--- src/rtl/branch_predict_unit.sv ---
// rtl/branch_predict_unit.sv - 2-bit BHT branch predictor and resolver; BRANCH_PERF_EN enables the perf counters
module branch_predict_unit #(
    parameter int XLEN      = 32,
    parameter int BHT_DEPTH = 16
) (
    input  logic            clk,
    input  logic            rst,
    input  logic [XLEN-1:0] pred_pc,
    output logic            pred_taken,
    input  logic            res_valid,
    input  logic [XLEN-1:0] res_pc,
    input  logic [2:0]      res_branch,
    input  logic            res_less,
    input  logic            res_zero,
    input  logic            res_pred_taken,
    input  logic            flush,
    output logic            pc_src_a,
    output logic            pc_src_b,
    output logic            redirect_valid,
    output logic            mispredict,
    output logic            actual_taken,
    output logic [31:0]     br_cnt,
    output logic [31:0]     miss_cnt
);

    localparam int IDX_W = $clog2(BHT_DEPTH);

    logic [1:0]       bht [BHT_DEPTH];
    logic [IDX_W-1:0] pred_idx;
    logic [IDX_W-1:0] res_idx;
    logic             taken;
    logic             accepted;
    logic             is_cond;
    logic             src_a;
    logic             src_b;
    logic             unused_pc_bits;

    // Word-aligned PCs: the low two bits and bits above the index do not select a counter
    assign pred_idx       = pred_pc[IDX_W+1:2];
    assign res_idx        = res_pc[IDX_W+1:2];
    assign unused_pc_bits = ^{pred_pc[XLEN-1:IDX_W+2], pred_pc[1:0],
                              res_pc[XLEN-1:IDX_W+2], res_pc[1:0]};

    // Prediction reads the stored counter directly, so a same-cycle update is not visible
    assign pred_taken = bht[pred_idx][1];

    // Decode branch type into taken, acceptance and PC adder selects
    always_comb begin
        taken    = 1'b0;
        is_cond  = res_branch[2];
        case (res_branch)
            3'b001:  taken = 1'b1;
            3'b010:  taken = 1'b1;
            3'b100:  taken = res_zero;
            3'b101:  taken = !res_zero;
            3'b110:  taken = res_less;
            3'b111:  taken = !res_less;
            default: taken = 1'b0;
        endcase
        accepted = res_valid && !flush && (res_branch != 3'b000) && (res_branch != 3'b011);
        src_a    = taken;
        src_b    = (res_branch == 3'b010);
    end

    // Register resolution results; idle or killed cycles leave everything low
    always_ff @(posedge clk) begin
        if (rst || !accepted) begin
            redirect_valid <= 1'b0;
            mispredict     <= 1'b0;
            actual_taken   <= 1'b0;
            pc_src_a       <= 1'b0;
            pc_src_b       <= 1'b0;
        end else begin
            redirect_valid <= 1'b1;
            mispredict     <= (taken != res_pred_taken);
            actual_taken   <= taken;
            pc_src_a       <= src_a;
            pc_src_b       <= src_b;
        end
    end

    // Saturating counter update for accepted conditional branches only
    always_ff @(posedge clk) begin
        if (rst) begin
            for (int i = 0; i < BHT_DEPTH; i++) begin
                bht[i] <= 2'b01;
            end
        end else if (accepted && is_cond) begin
            if (taken && bht[res_idx] != 2'b11) begin
                bht[res_idx] <= bht[res_idx] + 2'b01;
            end else if (!taken && bht[res_idx] != 2'b00) begin
                bht[res_idx] <= bht[res_idx] - 2'b01;
            end
        end
    end

`ifdef BRANCH_PERF_EN
    // Count accepted branches and their mispredictions, wrapping naturally
    always_ff @(posedge clk) begin
        if (rst) begin
            br_cnt   <= 32'd0;
            miss_cnt <= 32'd0;
        end else if (accepted) begin
            br_cnt <= br_cnt + 32'd1;
            if (taken != res_pred_taken) begin
                miss_cnt <= miss_cnt + 32'd1;
            end
        end
    end
`else
    assign br_cnt   = 32'd0;
    assign miss_cnt = 32'd0;
`endif

endmodule

--- config.mk ---
export PLATFORM = sky130hd
export DESIGN_NAME = branch_predict_unit
export DESIGN_NICKNAME = d
export VERILOG_FILES = /design/src/rtl/branch_predict_unit.sv
export SDC_FILE = /design/constraint.sdc
export NUM_CORES = 1
export LEC_CHECK = 0
export ABC_AREA = 1
export BUFFER_PORTS_ARGS = -buffer_cell sky130_fd_sc_hd__clkbuf_2
export CAP_MARGIN = 10
export CORE_ASPECT_RATIO = 1.1
export CORE_MARGIN = 2
export CORE_UTILIZATION = 29
export DETAILED_ROUTE_END_ITERATION = 7
export HOLD_SLACK_MARGIN = 0.08
export PLACE_DENSITY = 0.53
export REMOVE_ABC_BUFFERS = 1
export SLEW_MARGIN = 15
export SYNTH_ARGS = -nofsm -noshare
export SYNTH_HDL_FRONTEND = slang
export SYNTH_SLANG_ARGS = --single-unit
--- constraint.sdc ---
create_clock -name clk -period 2.6 [get_ports clk]
set_clock_uncertainty 0.05 [all_clocks]
set_input_delay 0.26 -clock clk [delete_from_list [all_inputs] [get_ports clk]]
set_output_delay 0.26 -clock clk [all_outputs]
set_load 0.03 [all_outputs]
## Word-level counts from Yosys, hierarchy flattened

Memories as Yosys holds them, arrays and structs flattened.
Index checks and enable logic that the tools add are counted.

- Flip-flop bits (word level): 4
- Bits in writable memories: 32
- Memories kept: 1
- Word-level logic and storage cells: 50

- Add/sub/neg operators: 2
- Reduce and logical (&&, ||, !) cells: 16
- Mux-type cells: 17
- Bitwise logic cells: 1
- Eq/ne operators: 9

Memories:

| name | depth | width | rd ports | clocked after memory_dff | write ports | line | RTL |
|---|---|---|---|---|---|---|---|
| bht | 16 | 2 | 2 | 0 | 16 | 28 | `logic [1:0] bht [BHT_DEPTH];` |

Operators with widths:

| kind | number |
|---|---|
| 2-to-1 mux 1 bit | 13 |
| == test 3 bit (second input constant) | 4 |
| logical AND 1 bit | 6 |
| logical NOT 1 bit | 5 |
| one-hot mux 1 bit (5 select lines) | 1 |
| 2-to-1 mux 2 bit | 2 |
| 2-to-1 mux 4 bit | 1 |
| OR reduction 2 bit | 2 |
| == test 3 x 1 -> 1 bit (second input constant) | 1 |
| == test 3 x 2 -> 1 bit (second input constant) | 1 |
| inequality test 3 x 2 -> 1 bit (second input constant) | 1 |
| nonzero test 3 bit | 1 |
| adder 2 x 1 -> 2 bit (second input constant) | 1 |
| inequality test 2 bit (second input constant) | 1 |
| nonzero test 2 bit | 1 |
| subtractor 2 x 1 -> 2 bit (second input constant) | 1 |
| logical OR 1 bit | 1 |
| inequality test 1 bit | 1 |
| bitwise OR 1 bit | 1 |

## Depth between registers and ports, before layout

Gate-level depths: netlist of the first run.

- Word-level depth: 13
- Depth in mapped cells: 17

## Worst setup path after synthesis of the first run

OpenSTA, ideal clock, no wires.

- Path type: in2reg
- From: input port res_pc[2]
- To: memory bht[13][0], enable pin
- Slack: 0.796 ns
- Stages on the path: 16
- Setup time: 0.298 ns
- Path buffers: 3
- Arrival time: 1.456 ns
- Cells stage by stage: buf_6 inv_8 buf_6 nand2_1 nand2_1 nand2_1 nand2_1 nand2_1 nand2_1 nor2_1 nand2_1 nand2_2 nand2_4 buf_8 nand2_2 nand2_1

RTL lines:

| element | line | RTL |
|---|---|---|
| start, declared | 11 | `input logic [XLEN-1:0] res_pc,` |
| end, declared | 28 |  |

==> results of run 1 <==
## kinds of logic (layout without fill, tap and decap cells)
kind of cell	count (synthesis)	in the layout	share of synthesized area [%]
buffers and inverters	99	56	24.7
AND/OR/NAND/NOR	204	204	32.5
multiplexers	4	4	1.46
AO/OA/AOI/OAI	15	15	3.11
other	1	64	0.137
flip-flops	36	36	38.0
## stage by stage
| stage | hold WS [ns] | power (uW) |
|---|---|---|
| after floorplan | 0.359 | 905 |
| after global placement | 0.463 | 981 |
| after detailed placement | 0.476 | 983 |
| after CTS | 0.166 | 1360 |
| after global routing | 0.194 | 1410 |
| final | 0.173 | 1340 |
## registers in the layout, summed over array words and instances, names as in the netlist
name / flops
mispredict: 1
pc_src_b: 1
actual_taken: 1
redirect_valid: 1
bht: 32
## layout make-up
cell class	count	area (sq um)	area share, %
clock inverters	1	5.00	0.181
inverters	23	93.8	3.39
well taps	117	146	5.29
flip-flops and latches	36	1040	37.6
repair buffers	26	150	5.43
multi-input cells	287	1260	45.4
clock buffers	6	72.6	2.62
## layer usage
metal,vias to the layer above,track usage (%),part of all wire (%)
met4,0,3.62,1.6
li1,1037,-,-
met3,6,2.43,6.1
met5,-,0,0
met1,910,12.7,44
met2,81,18.5,48
## where the power goes
part / leakage, uW / total, uW / internal [uW] / switching, uW
registers: 0.000311 / 644 / 638 / 5.72
logic: 0.000962 / 327 / 59.6 / 267
clock network: 0.0000410 / 373 / 182 / 191
total: 0.00131 / 1340 / 879 / 464
## worst max-delay path by stage
stage	endpoint	start	slack [ns]
2_1_floorplan	bht[15][0]	res_pc[3]	0.71
3_3_place_gp	bht[9][1]	res_pc[2]	0.31
3_5_place_dp	bht[9][1]	res_pc[2]	0.29
4_1_cts	bht[9][0]	bht[11][1]	0.58
5_1_grt	bht[15][1]	bht[11][1]	0.36
6_report	bht[9][0]	res_pc[2]	0.60
## layout by cell type (no fill, tap or decap), types with 2 or more instances in the layout
master	netlist	layout
sky130_fd_sc_hd__a21oi_1	5	5
sky130_fd_sc_hd__buf_4	66	2
sky130_fd_sc_hd__clkbuf_2	0	23
sky130_fd_sc_hd__clkbuf_8	0	5
sky130_fd_sc_hd__conb_1	1	64
sky130_fd_sc_hd__dfxtp_1	4	4
sky130_fd_sc_hd__edfxtp_1	32	32
sky130_fd_sc_hd__inv_1	21	21
sky130_fd_sc_hd__mux2i_1	4	4
sky130_fd_sc_hd__nand2_1	122	122
sky130_fd_sc_hd__nand2_2	17	17
sky130_fd_sc_hd__nand3_1	22	22
sky130_fd_sc_hd__nor2_1	28	28
sky130_fd_sc_hd__nor2_2	11	11
sky130_fd_sc_hd__o211ai_1	4	4
sky130_fd_sc_hd__o21ai_0	6	6
## worst register-to-register path, cell delays in order, from the launching register on
cell and delay (ns):
sky130_fd_sc_hd__edfxtp_1 0.41, sky130_fd_sc_hd__nand2_1 0.09, sky130_fd_sc_hd__nand2_1 0.05, sky130_fd_sc_hd__nand2_1 0.06, sky130_fd_sc_hd__nand2_1 0.05, sky130_fd_sc_hd__nand2_1 0.05
sky130_fd_sc_hd__nand2_1 0.08, sky130_fd_sc_hd__inv_1 0.06, sky130_fd_sc_hd__nand2_1 0.08, sky130_fd_sc_hd__nand2_2 0.08, sky130_fd_sc_hd__nand2_2 0.06, sky130_fd_sc_hd__nand2_4 0.31
sky130_fd_sc_hd__nand2_1 0.15, sky130_fd_sc_hd__nand2_1 0.12
## Yosys cell counts
cell and instances:
sky130_fd_sc_hd__a21oi_1 5, sky130_fd_sc_hd__buf_1 1, sky130_fd_sc_hd__buf_2 1, sky130_fd_sc_hd__buf_4 66, sky130_fd_sc_hd__buf_6 5, sky130_fd_sc_hd__buf_8 1, sky130_fd_sc_hd__clkbuf_1 2, sky130_fd_sc_hd__clkinv_1 1
sky130_fd_sc_hd__conb_1 1, sky130_fd_sc_hd__dfxtp_1 4, sky130_fd_sc_hd__edfxtp_1 32, sky130_fd_sc_hd__inv_1 21, sky130_fd_sc_hd__inv_8 1, sky130_fd_sc_hd__mux2i_1 4, sky130_fd_sc_hd__nand2_1 122, sky130_fd_sc_hd__nand2_2 17
sky130_fd_sc_hd__nand2_4 1, sky130_fd_sc_hd__nand3_1 22, sky130_fd_sc_hd__nand3_4 1, sky130_fd_sc_hd__nor2_1 28, sky130_fd_sc_hd__nor2_2 11, sky130_fd_sc_hd__nor3b_1 1, sky130_fd_sc_hd__o211ai_1 4, sky130_fd_sc_hd__o21ai_0 6
sky130_fd_sc_hd__or2_2 1
==> impl_table.tex, run 1 <==
\begin{tabular}{lr}
\hline
Metric & Value \\
\hline
\multicolumn{2}{l}{\textbf{Worst setup path}} \\
Biggest fanout along the worst timing path & 32 \\
Reg-to-reg slack, setup & around 0.6 ns \\
Critical path endpoint category & flip-flop \\
Kind of critical path & input pin to flip-flop \\
Reg-to-Reg End & bht[9][0] \\
Required arrival time at the worst endpoint & between 2 and 3 ns \\
Path depth of the worst reg2reg path & 13 \\
Critical-path top delay cell & sky130\_fd\_sc\_hd\_\_nand2\_4 \\
Worst stage delay on the critical path & 0.32 ns \\
Kind of start point of the critical path & input pin \\
Worst path bufs/invs & 2 \\
Worst-path cell chain & clkbuf\_2 > buf\_12 > nand2\_1 > nand2\_1 > nand2\_1 > nand2\_1 > nand2\_1 > nand2\_1 > nor2\_1 > nand2\_1 > nand2\_2 > nand2\_4 > nand2\_1 > nand2\_1 \\
Crit path max-delay family & simple AND/OR/NAND/NOR gates \\
Total stage count of the critical path & 14 \\
Crit path arrival time & around 2 ns \\
Reg2reg start & bht[11][1] \\
Cell mode on critical path & sky130\_fd\_sc\_hd\_\_nand2\_1 \\
\multicolumn{2}{l}{\textbf{Cells and area}} \\
Fraction of layout instances using a drive strength above 1 & 16.9\% \\
Count of inserted antenna diode cells & 0 \\
Utilization after layout & about 30\% \\
Filler instances & 999 \\
Final layout net count & 453 \\
Area growth from synthesis to layout & 1.01\% \\
Post-route non-filler standard cell count & 496 \\
Area of all placed cells without fillers & around 2800 sq um \\
\multicolumn{2}{l}{\textbf{Power}} \\
IR drop worst, VDD & between 200 and 250 uV \\
Pwr/cell area & 486 nW/um\^{}2 \\
Leakage & about 0.0013 uW \\
\multicolumn{2}{l}{\textbf{Route}} \\
Number of DRC violations after detailed-routing iteration 0 & just under 80 \\
Residual antenna-violating net count after detailed routing & 0 \\
Aggregate routed wire length & about 5200 um \\
DR vias/cell & around 4 \\
Via count & approximately 2000 \\
First-pass DRT Iterations & 4 \\
Average wire length per cell after detail routing & approximately 10 um \\
Total DRC errors in the routed layout & 0 \\
\multicolumn{2}{l}{\textbf{Synthesis}} \\
Syn Inst Count & around 360 \\
Biggest area consumer among synthesized cells & sky130\_fd\_sc\_hd\_\_edfxtp\_1 \\
Count of distinct cell types in the synthesized netlist & 25 \\
Fraction of post-synthesis cell area in the top cell type by area & 35.1\% \\
Ranking of synthesized cells by area & sky130\_fd\_sc\_hd\_\_edfxtp\_1 (35\%), sky130\_fd\_sc\_hd\_\_buf\_4 (18\%), sky130\_fd\_sc\_hd\_\_nand2\_1 (17\%), sky130\_fd\_sc\_hd\_\_nand3\_1 (4.0\%), sky130\_fd\_sc\_hd\_\_nand2\_2 (3.9\%) \\
Count of warnings emitted by yosys & 0 \\
Post-synthesis sequential element count & 36 \\
Cell area after synthesis & between 2000 and 3000 sq um \\
Portion of the post-synthesis area used by sequential elements & between 30\% and 40\% \\
Avg Cell Area, Syn & 7.63 sq um \\
\multicolumn{2}{l}{\textbf{Floorplanning}} \\
Starting Density & just under 30\% \\
DIE AREA & slightly above 10000 sq um \\
Core area & just over 9000 sq um \\
Die Height & 106 um \\
Floorplan die width & approximately 97 um \\
Placement Rows & 37 \\
Boundary pin count & 144 \\
\multicolumn{2}{l}{\textbf{Outcome}} \\
Outcome & finished clean \\
\multicolumn{2}{l}{\textbf{STA}} \\
Total Negative Setup Slacks & 0 ns \\
Total of endpoints with negative setup slack in the final report & 0 \\
Max-slew violations & 0 \\
Max-slew headroom & a little under 60\% \\
Hold Vio Cnt, Final & 0 \\
Final setup margin & approximately 0.6 ns \\
Period utilisation layout & between 70\% and 80\% \\
Actual slew at the worst max-slew pin & $\sim$0.61 ns \\
Post-layout min period & approximately 2 ns \\
RSZ-0062 raised after global routing & no \\
Highest attainable clock frequency & $\sim$500 MHz \\
\multicolumn{2}{l}{\textbf{GRT}} \\
Largest net degree at the start of global routing & 33 \\
GRT Total Usage & between 10\% and 20\% \\
Overall overflow remaining after global route & 0 \\
Number of antenna violations at the first check in global routing & 0 \\
Via count of the first global-routing pass & $\sim$1900 \\
First-pass GRT wire length & a little under 9000 um \\
\multicolumn{2}{l}{\textbf{Clock network}} \\
TritonCTS clock tree & yes \\
Clock tree sinks & 36 \\
Worst-skew pair later-pin latency & 0.28 ns \\
Number of hold buffers added after CTS & 0 \\
Number of gates resized after CTS & 0 \\
Cell at the root of the clock tree & sky130\_fd\_sc\_hd\_\_clkbuf\_8 \\
\# H-tree levels & 2 \\
Clock Tree Buf Depth & 2 \\
Total CTS buffers & 5 \\
Reg clk slew, reported paths & 0.07 ns \\
Post-CTS Setup Repair Bufs & 0 \\
\multicolumn{2}{l}{\textbf{Hold path}} \\
Type of the worst min-delay path & input pin to flip-flop \\
End point of the most critical hold path & mispredict \\
Worst hold path startpoint & res\_pred\_taken \\
Number of cells traversed by the worst hold path & 3 \\
\multicolumn{2}{l}{\textbf{Place}} \\
Placed standard-cell area & between 2000 and 3000 sq um \\
Routability congestion estimate & roughly 0.85 \\
Final HPWL DP & 3950 um \\
Post-place setup slack & 0.291 ns \\
Count of port buffers added during placement & 23 \\
Placed insts & about 500 \\
\multicolumn{2}{l}{\textbf{Job}} \\
Max-cap viol count & 0 \\
\hline
\end{tabular}
Note: power is estimated with default switching activity, not from simulation.
==> run 2: changes to the inputs <==
- clock period: 2.6 -> 1.96 ns (I/O delays scaled with it)
==> run 2 against run 1 <==
  * Critical path depth unchanged
  * Critical endpoint is now bht[0][0]
  * Non-clock buffer count grew 12
  * Largest cell class unchanged
  * Utilization rose by 3.3 points
  * Final area grew 11%
  * Die area is the same
==> impl_table.tex, run 2 (synthesis gave the netlist of run 1 again) <==
\begin{tabular}{lr}
\hline
Metric & Value \\
\hline
\multicolumn{2}{l}{\textbf{Route}} \\
First-pass DRT Iterations & 4 (unchanged) \\
Aggregate routed wire length & 5470 um (+5.2\%) \\
Top layer reached by signal wires & met4 \\
DR vias/cell & 4.19 (+2.2\%) \\
Length of routed met3 wiring & 349 um (+9.4\%) \\
Total DRC errors in the routed layout & 0 (unchanged) \\
Via count & 2134 (+4.9\%) \\
Residual antenna-violating net count after detailed routing & 0 (unchanged) \\
Number of DRC violations after detailed-routing iteration 0 & 125 (+58\%) \\
Met1 Wirelength & 2390 um (+4.9\%) \\
Average wire length per cell after detail routing & 10.8 um (+2.5\%) \\
Length of routed met2 wiring & 2610 um (+3.7\%) \\
\multicolumn{2}{l}{\textbf{Worst setup path}} \\
Path depth of the worst reg2reg path & 14 (+1) \\
Worst stage delay on the critical path & 0.42 ns (+0.10 ns) \\
Crit path max-delay family & simple AND/OR/NAND/NOR gates \\
Critical-path top delay cell & sky130\_fd\_sc\_hd\_\_edfxtp\_1 \\
Reg-to-Reg End & bht[0][0] \\
Reg-to-reg slack, setup & 0.12 ns (-0.48 ns) \\
Kind of start point of the critical path & flip-flop \\
Biggest fanout along the worst timing path & 8 (-75\%) \\
Worst-path cell chain & nand2\_1 > nand2\_1 > nand2\_1 > nand2\_1 > nand2\_1 > nand2\_2 > inv\_1 > nand2\_2 > nand2\_2 > nand2\_2 > nand2\_4 > buf\_4 > clkbuf\_16 > nand3\_1 \\
Crit path arrival time & 1.82 ns (-0.13 ns) \\
Kind of critical path & flip-flop to flip-flop \\
Required arrival time at the worst endpoint & 1.94 ns (-0.61 ns) \\
Cell mode on critical path & sky130\_fd\_sc\_hd\_\_nand2\_1 \\
Critical path endpoint category & flip-flop \\
Worst path bufs/invs & 3 (+1) \\
Reg2reg start & bht[13][1] \\
\multicolumn{2}{l}{\textbf{Cells and area}} \\
Final layout net count & 465 (+2.6\%) \\
Area growth from synthesis to layout & 12.3\% \\
Most frequent standard cell in the layout excluding fill and tap cells & sky130\_fd\_sc\_hd\_\_nand2\_1 \\
Count of inserted antenna diode cells & 0 (unchanged) \\
Register with the most flip-flops & bht \\
Flip-flop count of the largest register, all copies and words added & 32 (unchanged) \\
Commonest cells after routing, fill and taps aside & sky130\_fd\_sc\_hd\_\_nand2\_1 (106), sky130\_fd\_sc\_hd\_\_conb\_1 (64), sky130\_fd\_sc\_hd\_\_nand2\_2 (33), sky130\_fd\_sc\_hd\_\_edfxtp\_1 (32), sky130\_fd\_sc\_hd\_\_nor2\_1 (28) \\
Fraction of layout instances using a drive strength above 1 & 24.0\% (+7.1 points) \\
Utilization after layout & 33.2\% (+3.3 points) \\
\multicolumn{2}{l}{\textbf{Floorplanning}} \\
Starting Density & 29.6\% (unchanged) \\
Placement Rows & 37 (unchanged) \\
DIE AREA & 10200 sq um (unchanged) \\
Boundary pin count & 144 (unchanged) \\
Die Height & 106 um (unchanged) \\
Floorplan die width & 96.6 um (unchanged) \\
Core area & 9260 sq um (unchanged) \\
\multicolumn{2}{l}{\textbf{STA}} \\
RSZ-0062 raised after global routing & yes \\
Max-slew headroom & 50.9\% (-8.7 points) \\
Post-layout min period & 1.84 ns \\
Hold Vio Cnt, Final & 0 (unchanged) \\
Total of endpoints with negative setup slack in the final report & 0 (unchanged) \\
Actual slew at the worst max-slew pin & 0.736 ns (+0.131 ns) \\
Highest attainable clock frequency & about 540 MHz \\
Max-slew violations & 0 (unchanged) \\
Post-route worst hold slack & 0.101 ns (-0.0724 ns) \\
Period utilisation layout & between 90\% and 100\% \\
Final setup margin & 0.120 ns (-0.479 ns) \\
\multicolumn{2}{l}{\textbf{GRT}} \\
Largest net degree at the start of global routing & 19 (-42\%) \\
First-pass GRT wire length & 8770 um (+0.71\%) \\
Number of antenna violations at the first check in global routing & 0 (unchanged) \\
Overall overflow remaining after global route & 0 (unchanged) \\
GRT Total Usage & 10.6\% (+0.067 points) \\
Via count of the first global-routing pass & 1929 (+0.84\%) \\
\multicolumn{2}{l}{\textbf{Clock network}} \\
Worst-skew pair later-pin latency & 0.29 ns (about the same) \\
Total CTS buffers & 5 (unchanged) \\
Reg clk slew, reported paths & 0.08 ns (about the same) \\
Cell at the root of the clock tree & sky130\_fd\_sc\_hd\_\_clkbuf\_8 \\
Number of hold buffers added after CTS & 0 (unchanged) \\
\# H-tree levels & 2 (unchanged) \\
Clock Tree Buf Depth & 2 (unchanged) \\
Clock tree sinks & 36 (unchanged) \\
TritonCTS clock tree & yes \\
\multicolumn{2}{l}{\textbf{Hold path}} \\
Worst hold path startpoint & res\_pred\_taken \\
Type of the worst min-delay path & input pin to flip-flop \\
End point of the most critical hold path & mispredict \\
Number of cells traversed by the worst hold path & 3 (unchanged) \\
\multicolumn{2}{l}{\textbf{Place}} \\
Final HPWL DP & 3990 um (+0.93\%) \\
Count of port buffers added during placement & 23 (unchanged) \\
Post-place setup slack & -0.0790 ns (-0.370 ns) \\
Routability congestion estimate & 0.829 (-3.0\%) \\
\multicolumn{2}{l}{\textbf{Power}} \\
IR drop worst, VDD & 282 uV (+30\%) \\
Overall power of the completed layout & 2260 uW (+68\%) \\
Leakage & 0.00144 uW (+9.7\%) \\
Pwr/cell area & 736 nW/um\^{}2 (+52\%) \\
\multicolumn{2}{l}{\textbf{Outcome}} \\
Outcome & finished clean \\
\multicolumn{2}{l}{\textbf{Job}} \\
Max-cap viol count & 0 (unchanged) \\
\hline
\end{tabular}
[run 2: stage by stage]
step,area [sq um],std cells,TNS [ns]
finish,3070,509,0
global route,3070,509,-0.186
CTS,2950,504,0
detailed placement,2790,496,-1.42
global placement,2790,496,-0.454
floorplan,2390,346,0
[run 2: how the worst max path moves through the flow]
stage,start,cells after the start,end,slack [ns]
floorplan,bht[13][0],13,bht[15][0],0.10
global placement,res_pc[2],15,bht[9][1],-0.05
detailed placement,res_pc[3],14,bht[15][1],-0.08
CTS,bht[13][1],14,bht[15][1],0.05
global route,bht[12][0],14,bht[0][0],-0.02
finish,bht[13][1],14,bht[0][0],0.12
[run 2: layer usage]
metal | track usage (%) | vias up
li1 | - | 1063
met1 | 13.2 | 964
met3 | 2.24 | 13
met5 | 0 | -
met2 | 17.8 | 94
met4 | 4.53 | 0
[run 2: layout make-up]
| class | instances | area, sq um |
|---|---|---|
| Fill cell | 996 | 6180 |
| Multi-Input combinational cell | 287 | 1300 |
| Sequential cell | 36 | 1040 |
| Timing Repair Buffer | 38 | 338 |
| Tap cell | 117 | 146 |
| Inverter | 23 | 93.8 |
| Clock inverter | 3 | 90.1 |
| Clock buffer | 5 | 68.8 |
[run 2: power by group]
part           internal [uW]  switching, uW
clock network            637            273
registers                846           7.76
logic                    127            373
total                   1610            654
[run 2: tightest hold or removal path: cells and delay by family]
family	cells	cell delay, ns
buffers and inverters	1	0.08
AO/OA/AOI/OAI	1	0.06
AND/OR/NAND/NOR	1	0.05
[run 2: timing repair]
action	CTS	global route
endpoints found under the setup margin	0	35
resized for setup	0	16
buffers inserted	0	3
